File: config.mk
export PLATFORM = sky130hd
export DESIGN_NAME = regfile_write_arbiter
export DESIGN_NICKNAME = d
export VERILOG_FILES = /design/src/rtl/regfile_write_arbiter_pkg.sv /design/src/rtl/regfile_write_arbiter_rr_arbiter.sv /design/src/rtl/regfile_write_arbiter.sv
export SDC_FILE = /design/constraint.sdc
export NUM_CORES = 1
export LEC_CHECK = 0
export ABC_CLOCK_PERIOD_IN_PS = 5450
export CAP_MARGIN = 20
export CORE_MARGIN = 3
export CORE_UTILIZATION = 42
export DETAILED_ROUTE_END_ITERATION = 12
export PLACE_DENSITY = 0.84
export SYNTH_ARGS = -nofsm -noshare
export SYNTH_HDL_FRONTEND = slang
export SYNTH_SLANG_ARGS = --single-unit
File: constraint.sdc
create_clock -name i_clk -period 5.45 [get_ports i_clk]
set_input_delay 1.09 -clock i_clk [delete_from_list [all_inputs] [get_ports i_clk]]
set_output_delay 1.09 -clock i_clk [all_outputs]
set_load 0.01 [all_outputs]
File: src/rtl/regfile_write_arbiter_pkg.sv
// Shared constants and types for the register-file write-port arbiter.
// Holds the default register-file geometry, the controller state encoding and
// a helper that sizes requester-index fields.
package regfile_write_arbiter_pkg;

  localparam int unsigned RF_ADDR_W  = 5;
  localparam int unsigned RF_DATA_W  = 32;
  localparam int unsigned GRANT_ID_W = 3;

  typedef enum logic {
    ST_INIT = 1'b0,
    ST_ARB  = 1'b1
  } state_e;

  // Width of an index into n requesters (at least one bit).
  function automatic int unsigned idx_width(input int unsigned n);
    return (n > 1) ? $clog2(n) : 1;
  endfunction

endpackage

File: src/rtl/regfile_write_arbiter_rr_arbiter.sv
// Combinational round-robin arbiter.
// Grants the first asserted request found searching upward from i_ptr and
// wrapping modulo NUM_REQ.
// Ports:
//   i_req       request vector
//   i_ptr       highest-priority index for this cycle
//   o_grant     one-hot grant (all zero when there is no request)
//   o_grant_idx binary index of the granted requester
module regfile_write_arbiter_rr_arbiter
  import regfile_write_arbiter_pkg::*;
#(
  parameter int unsigned NUM_REQ = 3,
  localparam int unsigned IDX_W = idx_width(NUM_REQ)
) (
  input  logic [NUM_REQ-1:0] i_req,
  input  logic [IDX_W-1:0]   i_ptr,
  output logic [NUM_REQ-1:0] o_grant,
  output logic [IDX_W-1:0]   o_grant_idx
);

  logic [31:0]      sum;
  logic [IDX_W-1:0] kidx;
  logic             found;

  // Rotating priority search; the first hit from i_ptr wins.
  always_comb begin
    o_grant     = '0;
    o_grant_idx = '0;
    found       = 1'b0;
    sum         = '0;
    kidx        = '0;
    for (int unsigned i = 0; i < NUM_REQ; i++) begin
      sum = 32'(i_ptr) + i;
      if (sum >= NUM_REQ) sum = sum - NUM_REQ;
      kidx = IDX_W'(sum);
      if (!found && i_req[kidx]) begin
        found         = 1'b1;
        o_grant[kidx] = 1'b1;
        o_grant_idx   = kidx;
      end
    end
  end

endmodule

File: src/rtl/regfile_write_arbiter.sv
// Owner of the register-file write port.
// After reset it clears every register once, then shares the port between
// NUM_REQ writeback sources using round-robin arbitration and valid/ready.
// Ports:
//   i_clk, i_rst_n       clock, synchronous active-low reset
//   i_req_valid          per-requester write request
//   i_req_addr           packed addresses, requester k at [k*ADDR_W +: ADDR_W]
//   i_req_data           packed data, requester k at [k*DATA_W +: DATA_W]
//   o_req_ready          one-hot grant (combinational)
//   o_rf_we/waddr/wdata  registered register-file write strobe
//   o_init_done          high once the clear sweep has finished
//   o_grant_id           requester accepted in the previous cycle
module regfile_write_arbiter
  import regfile_write_arbiter_pkg::*;
#(
  parameter int unsigned NUM_REQ = 3,
  parameter int unsigned DATA_W  = RF_DATA_W,
  parameter int unsigned ADDR_W  = RF_ADDR_W
) (
  input  logic                      i_clk,
  input  logic                      i_rst_n,
  input  logic [NUM_REQ-1:0]        i_req_valid,
  input  logic [NUM_REQ*ADDR_W-1:0] i_req_addr,
  input  logic [NUM_REQ*DATA_W-1:0] i_req_data,
  output logic [NUM_REQ-1:0]        o_req_ready,
  output logic                      o_rf_we,
  output logic [ADDR_W-1:0]         o_rf_waddr,
  output logic [DATA_W-1:0]         o_rf_wdata,
  output logic                      o_init_done,
  output logic [GRANT_ID_W-1:0]     o_grant_id
);

  localparam int unsigned IDX_W    = idx_width(NUM_REQ);
  localparam int unsigned NUM_REGS = 2 ** ADDR_W;

  state_e             state;
  logic [ADDR_W-1:0]  cnt;
  logic [IDX_W-1:0]   rr_ptr;
  logic [NUM_REQ-1:0] grant;
  logic [IDX_W-1:0]   grant_idx;
  logic               accept;
  logic [ADDR_W-1:0]  sel_addr;
  logic [DATA_W-1:0]  sel_data;

  regfile_write_arbiter_rr_arbiter #(
    .NUM_REQ(NUM_REQ)
  ) u_arb (
    .i_req      (i_req_valid),
    .i_ptr      (rr_ptr),
    .o_grant    (grant),
    .o_grant_idx(grant_idx)
  );

  // Grants are only offered in ARB and never while reset is asserted.
  always_comb begin
    o_req_ready = '0;
    accept      = 1'b0;
    sel_addr    = i_req_addr[grant_idx*ADDR_W +: ADDR_W];
    sel_data    = i_req_data[grant_idx*DATA_W +: DATA_W];
    if (state == ST_ARB && i_rst_n) begin
      o_req_ready = grant;
      accept      = |grant;
    end
  end

  // Controller: clear sweep, then registered writeback of the granted request.
  always_ff @(posedge i_clk) begin
    if (!i_rst_n) begin
      state       <= ST_INIT;
      cnt         <= '0;
      rr_ptr      <= '0;
      o_rf_we     <= 1'b0;
      o_rf_waddr  <= '0;
      o_rf_wdata  <= '0;
      o_init_done <= 1'b0;
      o_grant_id  <= '0;
    end else begin
      case (state)
        ST_INIT: begin
          o_rf_we    <= 1'b1;
          o_rf_waddr <= cnt;
          o_rf_wdata <= '0;
          cnt        <= cnt + 1'b1;
          if (cnt == ADDR_W'(NUM_REGS - 1)) begin
            state       <= ST_ARB;
            o_init_done <= 1'b1;
          end
        end
        ST_ARB: begin
          if (accept) begin
            // Register zero is hard-wired: accept the request but drop the strobe.
            o_rf_we    <= (sel_addr != '0);
            o_rf_waddr <= sel_addr;
            o_rf_wdata <= sel_data;
            o_grant_id <= GRANT_ID_W'(grant_idx);
            rr_ptr     <= (grant_idx == IDX_W'(NUM_REQ - 1)) ? '0 : grant_idx + 1'b1;
          end else begin
            o_rf_we <= 1'b0;
          end
        end
        default: state <= ST_INIT;
      endcase
    end
  end

endmodule

==> metrics, run 1 <==
post-detailed-placement cell area=4660 µm²; clk_skew=about 0.0042 ns; clock network latency to the later pin of the worst-skew pair=approximately 0.30 ns; Largest stage delay, worst path=between 0.5 and 0.6 ns; CTS resizes=0; total clock buffers created by CTS=5; Die Ht=about 90 µm; Routed Wire Length=just under 10,000 µm; clock root cell=clkbuf_8; clock tree from TritonCTS=yes; cell seen most often among critical-path stages=clkdlybuf4s50_1; Antenna Nets Post-Route=0; Die Span X=91.7 µm; Avg Synthesized Cell Area=8.21 µm²; setup repair after global routing missed its margin=false; synth unique cells=48; result of the run=complete, no violations; Core Footprint=6940 µm²; most common cell in the netlist=a21oi_1; GRT Resource Usage Total=22.3%; layout cells sized above 1=3.91%; leakage dissipation=1.95 nW; vias in the first global route=around 3,200; Post-Synthesis Cell Area=3090 µm²; H-Tree Depth=2; CTS clock-pin slew for the worst setup and hold paths=0.09 ns; final weighted congestion of routability-driven global placement=0.942; count of placed standard cells including taps=600; fin util=68.8%; final number of max-transition violations=0; final critical path time including I/O delays and setup=about 4.5 ns; overall via count from detail_route=between 3,000 and 4,000; count of port buffers added during placement=159; slew at the pin closest to its max-slew limit=1.06 ns; setup ws final=0.957 ns; highest ir drop seen on vdd=0.111 mV; DIE AREA=8420 µm²; number of storage elements in the synthesis netlist=49; Cell Count, Final, Fillers Out=608; sequential share of the synthesized area=31.8%; post-detail-place hpwl=7510 µm; CTS Buffer Depth=2; Synth Net Count=498; period utilization=82.4%; pin count of the biggest net entering global routing=a little over 40; final layout net count=633; number of ports placed on the die boundary=161; kind of start point of the critical path=input port; MaxCap Viol Count=0; first-pass iteration count of the detailed router=4; total gr overflow=0; Initial DRC Count=146; list of most frequent post-synthesis cells=a21oi_1, dfxtp_1, nand2_1, a211o_1, mux2i_1; Post CTS Setup Buffer Count=0; peak fanout along the critical path=5; number of placement rows=30; setup TNS after final layout=0 ns; Critical Path AT=3.40 ns; global-route wire length before repair=between 15,000 and 20,000 µm; fraction of post-synthesis cell area in the top cell type by area=31.8%; number of antenna diodes=0; worst slew margin relative to its limit=29.5%; Synth warnings=0; ordered cell list for the critical path=clkdlybuf4s50_1, mux2i_1, o22a_1, nand3_1, a22oi_1, nor2b_1, clkdlybuf4s50_1; post-synthesis async set-or-reset flop share=0%; cell types with the largest area share after synthesis=dfxtp_1, a21oi_1, mux2i_1; average wire length per cell after detail routing=16.3 µm; number of flops mapped to enable cells by yosys=0; Hold WC Path Type=reg2reg; Crit. End Element=output port; synthesized instance count=roughly 380; area added between synthesis and finish=54.7%; initial core utilization=44.5%; critical path's slowest cell=clkdlybuf4s50_1; number of hold buffers added after cts=0; post-route cell area=4780 µm²; drc violations=0; sink count of the clock tree=49; Via density=5.47; achievable frequency=223 MHz; Setup CP Type=in2out; final number of hold-violating endpoints=0; post-place setup slack=0.990 ns; Primary FF master, synth=dfxtp_1; library cell with the largest summed area after synthesis=dfxtp_1; antenna violations before repair=0; Worst Path Required=4.36 ns; number of setup violations in the final report=0; pwr/cell area=181 nW/µm²
layout make-up:
| cell class | count | area [µm²] |
|---|---|---|
| well taps | 96 | 120 |
| repair buffers | 164 | 1630 |
| multi-input cells | 283 | 1900 |
| clock inverters | 1 | 30.0 |
| clock buffers | 7 | 86.3 |
| fillers | 580 | 2170 |
| flip-flops and latches | 49 | 981 |
| inverters | 8 | 30.0 |
power breakdown:
group	total (mW)	switching [mW]	internal (mW)
Clock	0.268	0.118	0.150
Sequential	0.364	0.00264	0.361
Combinational	0.232	0.0954	0.136
Total	0.864	0.217	0.647
cell usage in the layout (no fill, tap or decap), drive strengths merged, types with 4 or more instances in the layout:
cell / n
nor3: 5
a211o: 36
nor2b: 4
a21oi: 70
dfxtp: 49
clkbuf: 7
clkdlybuf4s50: 159
a211oi: 5
inv: 7
mux2i: 35
a21o: 6
a31oi: 6
a22oi: 4
ha: 6
nand2: 44
nand3b: 6
a21boi: 4
o21ai: 10
buf: 5
critical path, delay by kind of cell:
family / cells / cell delay [ns]
buffers and inverters: 2 / 1.03
multiplexers: 1 / 0.28
AO/OA/AOI/OAI: 2 / 0.67
AND/OR/NAND/NOR: 2 / 0.33
final timing paths:
path	from	to	slack (ns)	depth (start not counted)
worst max-delay path	i_req_valid[2]	o_req_ready[0]	0.96	7
worst min register to register	o_rf_wdata[16]	o_rf_wdata[16]	0.45	2
worst min-delay path	o_rf_wdata[16]	o_rf_wdata[16]	0.45	2
worst max register to register	rr_ptr[1]	o_rf_wdata[15]	2.11	10
layer usage:
metal | vias up | wire [µm] | global-route usage (%)
met3 | 10 | 672 | 5.82
li1 | 1639 | - | -
met2 | 115 | 5120 | 40.2
met1 | 1559 | 3980 | 26.3
met5 | - | 0 | 0
met4 | 0 | 128 | 5.07
cell families (layout without fill, tap and decap cells):
logic type                 after synthesis  count (layout)  synth area share (%)
AOI/OAI and AO/OA                      153             153                  32.2
and+or+nand+nor                         84              84                  13.7
DFF                                     49              49                  31.8
buffers and inverters                   44             180                  7.09
muxes                                   36              36                  11.8
adders and majority gates                6               6                  2.43
xor gates and xnor gates                 3               3                 0.851
other                                    1               1                 0.121
flip-flops by register name (all words and copies together), names as in the netlist:
signal       count
o_init_done      1
o_rf_waddr       5
rr_ptr           2
o_rf_we          1
o_rf_wdata      32
o_grant_id       2
cnt              5
state            1
through the flow:
step	hold WS, ns	power, mW
floorplan	0.470	0.496
global placement	0.438	0.599
detailed placement	0.442	0.603
CTS	0.455	0.870
global route	0.467	0.902
finish	0.453	0.864
Power figures use the tool's default switching activity.
==> run 2, diff against run 1 <==
- ABC_CLOCK_PERIOD_IN_PS: 5450 -> 4550
- CORE_UTILIZATION: 42 -> 40
- PLACE_DENSITY: 0.84 -> 0.8
- clock period: 5.45 -> 4.55 ns (I/O delays scaled with it)
==> run 2 against run 1 <==
Compared with the run above:
- combinational power up 21%
- via count up 1.4%
- non-clock buffer count up 3
- routed wire length up 3.1%
- count of clock-buffer cells in the layout down 2
- first-iteration DRC count up 13%
- final cell count up 0.99%
- worst hold slack worse by 0.0012 ns
- highest routed layer unchanged
- largest power group unchanged
- clock power up 17%
==> metrics, run 2 (same netlist as run 1, synthesis figures left out) <==
slew at the pin closest to its max-slew limit=0.589 ns (-0.468 ns); post-detail-place hpwl=7710 µm (+2.7%); pin count of the biggest net entering global routing=47 (+15%); average wire length per cell after detail routing=16.6 µm (+2.1%); Final Hold Slack=0.452 ns (-0.00119 ns); initial core utilization=41.9% (-2.6 points); CTS resizes=0 (unchanged); sink count of the clock tree=49 (unchanged); final number of hold-violating endpoints=0 (unchanged); layout cells sized above 1=4.66% (+0.75 points); most used cells in the layout excluding fill and tap cells=clkdlybuf4s50_1, a21oi_1, dfxtp_1; result of the run=complete, no violations; CTS clock-pin slew for the worst setup and hold paths=0.09 ns (about the same); count of port buffers added during placement=159 (unchanged); achievable frequency=~240 MHz; clock root cell=clkbuf_8; Post CTS Setup Buffer Count=0 (unchanged); CTS Buffer Depth=2 (unchanged); Die Ht=93.9 µm (+2.3%); count of placed standard cells including taps=606 (+1.0%); largest registers=o_rf_wdata x32, cnt x5, o_rf_waddr x5; Hold WC Path Type=reg2reg; Crit. Startpoint=i_req_valid[2]; commonest non-fill, non-tap cell in the layout=clkdlybuf4s50_1; first-pass iteration count of the detailed router=6 (+2); final number of max-transition violations=0 (unchanged); MaxCap Viol Count=0 (unchanged); clk_skew=0.00751 ns (+0.00335 ns); Routed Wire Length=10,200 µm (+3.1%); Initial DRC Count=165 (+13%); worst slew margin relative to its limit=60.7% (+31 points); Die Span X=93.9 µm (+2.3%); setup TNS after final layout=0 ns (unchanged); period utilization=90.9%; fin util=65.3% (-3.5 points); antenna violations before repair=0 (unchanged); leakage dissipation=1.97 nW (+0.81%); flip-flop count of the largest register, all copies and words added=32 (unchanged); Via density=5.49 (+0.36%); number of placement rows=31 (+3.3%); vias in the first global route=3,387 (+7.0%); total clock buffers created by CTS=5 (unchanged); number of setup violations in the final report=0 (unchanged); overall via count from detail_route=3,368 (+1.4%); post-detailed-placement cell area=4700 µm² (+0.83%); pwr/cell area=214 nW/µm² (+19%); final critical path time including I/O delays and setup=just over 4 ns; Cell Count, Final, Fillers Out=614 (+0.99%); DIE AREA=8810 µm² (+4.7%); setup repair after global routing missed its margin=false; area added between synthesis and finish=55.9%; Critical Path AT=3.23 ns (-0.17 ns); Filler Cell Count=637 (+9.8%); number of antenna diodes=0 (unchanged); final weighted congestion of routability-driven global placement=1.01 (+6.9%); highest ir drop seen on vdd=0.120 mV (+8.4%); Antenna Nets Post-Route=0 (unchanged); Core Footprint=7370 µm² (+6.1%); launch point of the worst reg-to-reg path=rr_ptr[1]; register with the highest flop count=o_rf_wdata; H-Tree Depth=2 (unchanged); global-route wire length before repair=16,000 µm (+4.4%); kind of start point of the critical path=input port; worst hold path startpoint=o_rf_wdata[11]; number of ports placed on the die boundary=161 (unchanged); clock tree from TritonCTS=yes; Crit. End Element=output port; GRT Resource Usage Total=22.7% (+0.39 points); clock network latency to the later pin of the worst-skew pair=0.30 ns (about the same); drc violations=0 (unchanged); Worst Path Required=3.64 ns (-0.72 ns); peak fanout along the critical path=5 (unchanged); final layout net count=636 (+0.47%); total gr overflow=0 (unchanged); Setup CP Type=in2out; number of hold buffers added after cts=0 (unchanged); post-route cell area=4810 µm² (+0.79%)
-- run 2: cell count changes in the layout (fill, tap and decap cells not counted) --
| cell | before | now |
|---|---|---|
| buf_12 | 0 | 1 |
| buf_4 | 5 | 7 |
| clkbuf_1 | 1 | 0 |
| clkbuf_8 | 6 | 5 |
| clkinv_4 | 0 | 1 |
| clkinvlp_4 | 0 | 1 |
-- run 2: critical path, stage by stage --
cell	delay (ns)
clkdlybuf4s50_1	0.51
mux2i_1	0.31
o22a_1	0.30
nand3_1	0.10
a22oi_1	0.38
nor2b_1	0.18
clkdlybuf4s50_1	0.54
-- run 2: worst paths after layout --
path,to,slack (ns),depth (start not counted)
worst max register to register,o_grant_id[1],1.38,10
worst min-delay path,o_rf_wdata[11],0.45,2
worst max-delay path,o_req_ready[0],0.41,7
worst min register to register,o_rf_wdata[11],0.45,2
-- run 2: area by class of cell --
type / count / area (µm²) / share of cell area [%]
clock buffers: 5 / 68.8 / 1.43
multi-input cells: 283 / 1900 / 39.5
repair buffers: 167 / 1660 / 34.6
flip-flops and latches: 49 / 981 / 20.4
inverters: 8 / 30.0 / 0.624
well taps: 99 / 124 / 2.57
clock inverters: 3 / 46.3 / 0.962
-- run 2: metrics by stage --
stage                     setup WS (ns)  power, mW
final                             0.412       1.03
after global routing              0.186       1.08
after CTS                         0.478       1.04
after detailed placement          0.486      0.725
after global placement            0.593      0.720
after floorplan                    1.74      0.594
-- run 2: routing by layer --
metal  global-route usage [%]  vias up  share of wire (%)
met3                     6.89       12                8.9
met4                     5.42        0                1.1
met2                     39.0      154                 49
li1                         -     1645                  -
met5                        0        -                  0
met1                     27.5     1557                 41
-- run 2: power by group --
part           leakage (nW)  internal (mW)  switching, mW  total [mW]
combinational          1.52          0.166          0.116       0.281
sequential            0.396          0.433        0.00353       0.436
clock                0.0543          0.165          0.150       0.314
total                  1.97          0.763          0.269        1.03
==> run 3, diff against run 2 <==
- SLEW_MARGIN: default -> 20
==> results of run 3 <==
No change in the layout: final DEF, timing and power equal those of run 2.
